File: src/rtl/number_streamer.sv
// number_streamer: loadable operand table streamed out over valid/ready with a last marker.
// Latency: start sampled at edge N -> first beat valid in cycle N+1, done pulse after the final handshake.
// Backpressure: out_valid holds and out_data/out_last stay stable until out_ready accepts each beat.
//
// Ports:
//   clk, reset                 clock (rising edge) and asynchronous active-low reset
//   wr_en, wr_addr, wr_data    table write port, honoured only while idle
//   len, start                 stream request; len clamped to DEPTH, sampled when start is taken in idle
//   busy, done                 busy = not idle; done = one-cycle pulse after the stream completes
//   out_valid/out_ready        beat handshake; out_data = operand, out_last = final beat
//   chk                        running sum of accepted beats (mod 2^DATA_W)
//
// Optional feature: define NUMBER_STREAMER_CHK_EN to build the checksum accumulator;
// otherwise chk is tied to zero and no accumulator is built.

module number_streamer #(
    parameter int DATA_W = 8,
    parameter int DEPTH  = 8,
    parameter int IDX_W  = $clog2(DEPTH)
) (
    input  logic              clk,
    input  logic              reset,
    input  logic              wr_en,
    input  logic [IDX_W-1:0]  wr_addr,
    input  logic [DATA_W-1:0] wr_data,
    input  logic [IDX_W:0]    len,
    input  logic              start,
    output logic              busy,
    output logic              out_valid,
    input  logic              out_ready,
    output logic [DATA_W-1:0] out_data,
    output logic              out_last,
    output logic              done,
    output logic [DATA_W-1:0] chk
);

    typedef enum logic [1:0] {
        S_IDLE   = 2'd0,
        S_STREAM = 2'd1,
        S_DONE   = 2'd2
    } state_t;

    localparam logic [IDX_W:0]   DEPTH_L = (IDX_W+1)'(DEPTH);
    localparam logic [IDX_W:0]   LEN_ONE = (IDX_W+1)'(1);
    localparam logic [IDX_W-1:0] IDX_ONE = (IDX_W)'(1);

    state_t            state_q;
    state_t            state_d;

    logic [DATA_W-1:0] tbl [DEPTH];
    logic [IDX_W-1:0]  idx_q;
    logic [IDX_W:0]    len_q;

    logic [IDX_W:0]    len_clamp;
    logic              start_acc;
    logic              handshake;
    logic              is_last;

    // A request longer than the table simply streams the whole table.
    assign len_clamp = (len > DEPTH_L) ? DEPTH_L : len;
    assign start_acc = (state_q == S_IDLE) && start;

    // out_valid is exactly "in STREAM", so the handshake is derived from state
    // directly rather than from the output process.
    assign handshake = (state_q == S_STREAM) && out_ready;

    // Decoded purely from registered idx/len_q: no path from out_ready to out_last.
    // len_q is never zero while streaming, so len_q-1 cannot underflow there.
    assign is_last   = ({1'b0, idx_q} == (len_q - LEN_ONE));

    // ------------------------------------------------------------------
    // State register
    // ------------------------------------------------------------------
    always_ff @(posedge clk or negedge reset) begin
        if (!reset) begin
            state_q <= S_IDLE;
        end else begin
            state_q <= state_d;
        end
    end

    // ------------------------------------------------------------------
    // Next-state logic
    // ------------------------------------------------------------------
    always_comb begin
        state_d = state_q;
        case (state_q)
            S_IDLE: begin
                if (start) begin
                    // Zero-length request skips straight to the done pulse.
                    state_d = (len_clamp == '0) ? S_DONE : S_STREAM;
                end
            end
            S_STREAM: begin
                if (handshake && is_last) begin
                    state_d = S_DONE;
                end
            end
            S_DONE: begin
                state_d = S_IDLE;
            end
            default: begin
                state_d = S_IDLE;
            end
        endcase
    end

    // ------------------------------------------------------------------
    // Output decode
    // ------------------------------------------------------------------
    always_comb begin
        busy      = 1'b0;
        out_valid = 1'b0;
        out_data  = '0;
        out_last  = 1'b0;
        done      = 1'b0;
        case (state_q)
            S_STREAM: begin
                busy      = 1'b1;
                out_valid = 1'b1;
                out_data  = tbl[idx_q];
                out_last  = is_last;
            end
            S_DONE: begin
                busy = 1'b1;
                done = 1'b1;
            end
            default: begin
                busy = 1'b0;
            end
        endcase
    end

    // ------------------------------------------------------------------
    // Stream position and latched length
    // ------------------------------------------------------------------
    always_ff @(posedge clk or negedge reset) begin
        if (!reset) begin
            idx_q <= '0;
            len_q <= '0;
        end else if (start_acc) begin
            idx_q <= '0;
            len_q <= len_clamp;
        end else if (handshake && !is_last) begin
            idx_q <= idx_q + IDX_ONE;
        end
    end

    // ------------------------------------------------------------------
    // Operand table. Writes land only while idle, so the table is frozen
    // for the duration of a stream. A write coinciding with start is still
    // idle, so the stream that follows sees the new value.
    // ------------------------------------------------------------------
    always_ff @(posedge clk or negedge reset) begin
        if (!reset) begin
            for (int i = 0; i < DEPTH; i++) begin
                tbl[i] <= '0;
            end
        end else if ((state_q == S_IDLE) && wr_en) begin
            tbl[wr_addr] <= wr_data;
        end
    end

    // ------------------------------------------------------------------
    // Optional checksum of accepted beats. Cleared when a stream is taken,
    // so it holds its final value from the done cycle until the next start.
    // ------------------------------------------------------------------
`ifdef NUMBER_STREAMER_CHK_EN
    logic [DATA_W-1:0] chk_q;

    always_ff @(posedge clk or negedge reset) begin
        if (!reset) begin
            chk_q <= '0;
        end else if (start_acc) begin
            chk_q <= '0;
        end else if (handshake) begin
            chk_q <= chk_q + out_data;
        end
    end

    assign chk = chk_q;
`else
    assign chk = '0;
`endif

endmodule

File: config.mk
export PLATFORM = sky130hd
export DESIGN_NAME = number_streamer
export DESIGN_NICKNAME = d
export VERILOG_FILES = /design/src/rtl/number_streamer.sv
export SDC_FILE = /design/constraint.sdc
export NUM_CORES = 1
export LEC_CHECK = 0
export ABC_AREA = 1
export BUFFER_PORTS_ARGS = -buffer_cell sky130_fd_sc_hd__clkbuf_2
export CAP_MARGIN = 5
export CELL_PAD_IN_SITES_DETAIL_PLACEMENT = 1
export CELL_PAD_IN_SITES_GLOBAL_PLACEMENT = 1
export CORE_UTILIZATION = 45
export DETAILED_ROUTE_END_ITERATION = 12
export PLACE_DENSITY_LB_ADDON = 0.2
export SYNTH_ARGS = -nofsm -noshare
export SYNTH_HDL_FRONTEND = slang
export SYNTH_SLANG_ARGS = --single-unit
File: constraint.sdc
create_clock -name clk -period 3.55 [get_ports clk]
set_input_delay 0.71 -clock clk [delete_from_list [all_inputs] [get_ports clk]]
set_output_delay 0.71 -clock clk [all_outputs]
set_load 0.01 [all_outputs]
# Word-level counts from Yosys, hierarchy flattened
# Cells that the tools add are included.
dict set report op_classes {
  add_sub_neg 2
  n_mul 0
  div 0
  n_lt_le_gt_ge 4
  eq_ne 5
  shift 0
  muxes 18
  n_bitwise 2
  reduce_logical 12
}
# op n
set op_table {}
lappend op_table {{$bwmux 64} 1}
lappend op_table {{$mux 8} 4}
lappend op_table {{$bmux 8 s3} 1}
lappend op_table {{$demux 8 s3} 1}
lappend op_table {{$ge 4x4->1 const B} 2}
lappend op_table {{$not 3->4} 2}
lappend op_table {{$logic_and 1x1->1} 6}
lappend op_table {{$mux 2} 3}
lappend op_table {{$mux 3} 2}
lappend op_table {{$eq 3x4->1} 1}
lappend op_table {{$gt 4x4->1 const B} 1}
lappend op_table {{$logic_not 4->1} 1}
lappend op_table {{$lt 4x1->1 const B} 1}
lappend op_table {{$mux 1} 4}
lappend op_table {{$mux 4} 1}
lappend op_table {{$pmux 2 s2} 1}
lappend op_table {{$sub 4x1->4 const B} 1}
lappend op_table {{$add 3x1->3 const B} 1}
lappend op_table {{$eq 2x1->1 const B} 1}
lappend op_table {{$eq 2x2->1 const B} 1}
lappend op_table {{$logic_not 2->1} 1}
lappend op_table {{$ne 2x1->1 const B} 1}
lappend op_table {{$ne 2x2->1 const B} 1}
lappend op_table {{$reduce_and 2->1} 1}
lappend op_table {{3 further kinds} 3}
dict set report word_totals {
  register_bits 73
  latch_bits 0
  mem_bits_rw 0
  romBits 0
  inputBits 20
  out_inout_bits 20
  wordCells 54
  mem_count 0
}

# Longest topological paths before layout
dict set report logic_depth {
  ltp_word 6
  depth_mapped 12
  mapped_depth_nobuf 12
}

# Worst setup path after synthesis
# OpenSTA, ideal clock, no wires.
dict set report synth_path {
  path_kind {reg-to-output}
  start {reg len_q[0]}
  end {out out_last}
  arrival_ns 1.279
  required_time_ns 2.840
  slack_ns 1.561
  path_stages_with_launch 10
  path_buffers 0
  cell_sequence {dfrtp_1 -> inv_2 -> ha_1 -> nand2_1 -> inv_1 -> nor2_2 -> nand2_1 -> nor2_2 -> nand2_2 -> nor2_1}
}
dict set report synth_between {
  elab_chain_len 3
}
# element line
set synth_rtl {}
lappend synth_rtl {{start, declared} 52} ;# logic [IDX_W:0] len_q;
lappend synth_rtl {{start signal, assigned} 143} ;# len_q <= len_clamp;
lappend synth_rtl {{$sub 4x1->4} 69} ;# assign is_last = ({1'b0, idx_q} == (len_q - LEN_ONE));
lappend synth_rtl {{$eq 3x4->1} 69}
lappend synth_rtl {{$mux 1} 117} ;# case (state_q)
lappend synth_rtl {{end, declared} 32} ;# output logic out_last,
# Every way passes these cells.

# Worst setup path after layout
dict set report layout_path {
  start {reg idx_q[1]}
  end {out out_data[5]}
}
dict set report layout_between {
  elab_chain_len 5
}
# element line
set layout_rtl {}
lappend layout_rtl {{start, declared} 51} ;# logic [IDX_W-1:0] idx_q;
lappend layout_rtl {{start signal, assigned} 145} ;# idx_q <= idx_q + IDX_ONE;
lappend layout_rtl {{$not 3->4 (not written as such)} 121} ;# out_data = tbl[idx_q];
lappend layout_rtl {{$bmux 8 s3} 121}
lappend layout_rtl {{$mux 8 (not written as such) (2 in series)} 121}
lappend layout_rtl {{$mux 8} 117}
lappend layout_rtl {{end, declared} 31} ;# output logic [DATA_W-1:0] out_data,
# Every way passes these cells. The select of a mux whose other input is x is not followed.

==> impl_results.md <==
* Outcome: completed
* Final Cycle Share at between 80% and 90%
* Filler cells at about 1000
* Crit. End Element: primary output
* TritonRoute pass-1 iters at 4
* Tmin final at approximately 3.1 ns
* Leakage dissipation at between 1.5 and 2 nW
* Die area at about 0.0084 mm²
* Worst-Skew Late Latency at ~0.34 ns
* Max-slew violations at 0
* First-pass GRT wire length at around 17 mm
* Number of DRC markers in iteration 0 at about 190
* TritonCTS Buffers at 9
* Gr usage total at between 20% and 30%
* Sequential Power Share at 42.3%
* Pint at approximately 2.1 mW
* CP Max Fanout at 36
* Non-filler cells, final at 577
* Post-CTS setup buffer count at 0
* Comb pwr share at between 30 and 40%
* Layout Skew at approximately 0.01 ns
* Core area at roughly 0.0078 mm²
* Post-CTS Resized at 0
* P_sw at between 1 and 1.5 mW
* Root buffer cell: clkbuf_8
* Setup ws final at 0.406 ns
* Crit path DAT at approximately 2.4 ns
* Largest net degree at the start of global routing at 43
* Net Sw Frac at 39.7%
* Fin Hold WS at roughly 0.49 ns
* Commonest non-fill, non-tap cell in the layout: nand2_1
* Nets at about 500
* Worst vdd ir at between 400 and 500 µV
* Post-route ant nets at 0
* CTS tree: done
* Area of placed instances at between 0.003 and 0.004 mm²
* RSZ-0062 raised after global routing: false
* Register area share after synthesis at 50.4%
* Cell Rows at 32
* Setup crit start kind: register
* Hold buffers post-CTS at 0
* Syn-to-layout area delta at 9.92%
* Routed WL at 9.73 mm
* Yosys warnings at 0
* Die height at 91.7 µm
* Die width at between 90 and 100 µm
* Buffers added on ports at 31
* H-tree depth at 3
* Remaining DRCs at 0
* Worst slew pin tran at 1.13 ns
* Dpl hpwl at around 6.3 mm
* Synthesis-stage register bit count at 73
* Worst slack, placed at 0.882 ns
* Pwr Total at ~3.6 mW
* Final setup fails at 0
* Setup TNS at 0 ns
* Final Hold Violating Endpoints at 0
* Most frequent cells in the layout: nand2_1, nor2_1, dfrtp_1, o21ai_0, o21ai_1
* Share of layout cells above drive strength 1 at around 15%
* Post-route cell area at roughly 0.004 mm²
* Placed Cells at 561
* GPL Wtd Cong at 0.776
* Post-Route Utilization at between 50 and 60%
* Count of different cell masters after synthesis at 23
* Required time of the critical path at 2.84 ns
* Normalized max-slew margin at about a quarter
* Number of global-route vias before repair at 3232
* Routed vias at around 3000
* Starting Density at between 40% and 50%
* Worst Hold Class: register to register
* Routed vias/inst at 5.31
* Wire per inst at approximately 17 µm
* Max-cap viol count at 0
* Critical path class: register to primary output
* Mapped cell area at between 0.003 and 0.004 mm²
* Congestion Overflow GR at 0
* Top-Level Pins at 40
* Power Density at between 800 and 900 mW/mm²
* Antenna violations before repair at 0
* CTS clk-pin slew, worst paths at about 0.08 ns
* Clk buf depth at 2
* F_max at roughly 0.32 GHz
* Clk sinks at 73
* Syn Inst Count at around 450
* Diodes inserted at 0
* Share of power burned in the clock network at around a fifth
* Mean Syn Cell Area at between 8 and 9 µm²
-- flip-flops by register name, indices dropped and copies added, names as in the netlist --
register and flops:
idx_q 3, state_q 2, len_q 4, tbl 64
-- worst paths after layout --
kind | from | slack, ns | cells past startpoint | to
max in group asynchronous | reset | 2.18 | 2 | tbl[53]
worst min-delay path | tbl[24] | 0.49 | 2 | tbl[24]
worst max register to register | idx_q[1] | 1.49 | 9 | state_q[1]
min in group asynchronous | reset | 0.53 | 1 | state_q[1]
worst max-delay path | idx_q[1] | 0.41 | 5 | out_data[5]
worst min register to register | tbl[24] | 0.49 | 2 | tbl[24]
-- per-layer routing --
metal / up-vias / share of wire (%) / GRT usage, %
met5: - / 0 / 0
met4: 0 / 1.5 / 7.94
met3: 9 / 3.1 / 4.06
met2: 51 / 49 / 43.3
met1: 1512 / 46 / 33.9
li1: 1491 / - / -
-- layout make-up --
type	count	area [µm²]	share of cell area, %
Tap cell	102	128	3.21
Clock inverter	5	77.6	1.95
Inverter	26	103	2.58
Multi-Input combinational cell	326	1520	38.1
Clock buffer	11	151	3.80
Timing Repair Buffer	34	178	4.46
Sequential cell	73	1830	45.9
-- logic make-up after synthesis --
family	Yosys count	synth area share, %
xor gates and xnor gates	1	0.242
AOI/OAI and AO/OA	118	17.1
other	1	0.104
adders and majority gates	5	1.73
DFF	73	50.4
buffers and inverters	55	8.40
and+or+nand+nor	194	21.9
-- cell usage after synthesis --
library cell / n / area (µm²)
a21oi_1: 2 / 10.0
buf_2: 11 / 55.1
buf_4: 11 / 82.6
buf_6: 5 / 56.3
clkbuf_1: 2 / 7.51
conb_1: 1 / 3.75
dfrtp_1: 73 / 1830
ha_1: 5 / 62.6
inv_1: 23 / 86.3
inv_2: 2 / 7.51
inv_6: 1 / 8.76
nand2_1: 92 / 345
nand2_2: 13 / 81.3
nand3_1: 7 / 35.0
nand4_1: 1 / 6.26
nor2_1: 76 / 285
nor2_2: 2 / 12.5
nor2_4: 2 / 22.5
nor4_1: 1 / 6.26
o21ai_0: 55 / 275
o21ai_1: 53 / 265
o32ai_1: 8 / 70.1
xor2_1: 1 / 8.76
-- power by group through the flow --
| stage | combinational (mW) | sequential (mW) | clock [mW] |
|---|---|---|---|
| 6_report | 1.30 | 1.50 | 0.750 |
| 5_1_grt | 1.51 | 1.56 | 0.800 |
| 4_1_cts | 1.32 | 1.50 | 0.759 |
| 3_5_place_dp | 1.31 | 1.51 | 0 |
| 3_3_place_gp | 1.25 | 1.49 | 0 |
| 2_1_floorplan | 1.08 | 1.38 | 0 |
-- critical path, cell delays in order, from the launching register on --
cell and delay [ns]:
dfrtp_1 1.09, o21ai_0 0.30, o21ai_0 0.24, o21ai_0 0.10
nor2_1 0.18, clkbuf_2 0.15
(Power assumes the default switching activity.)
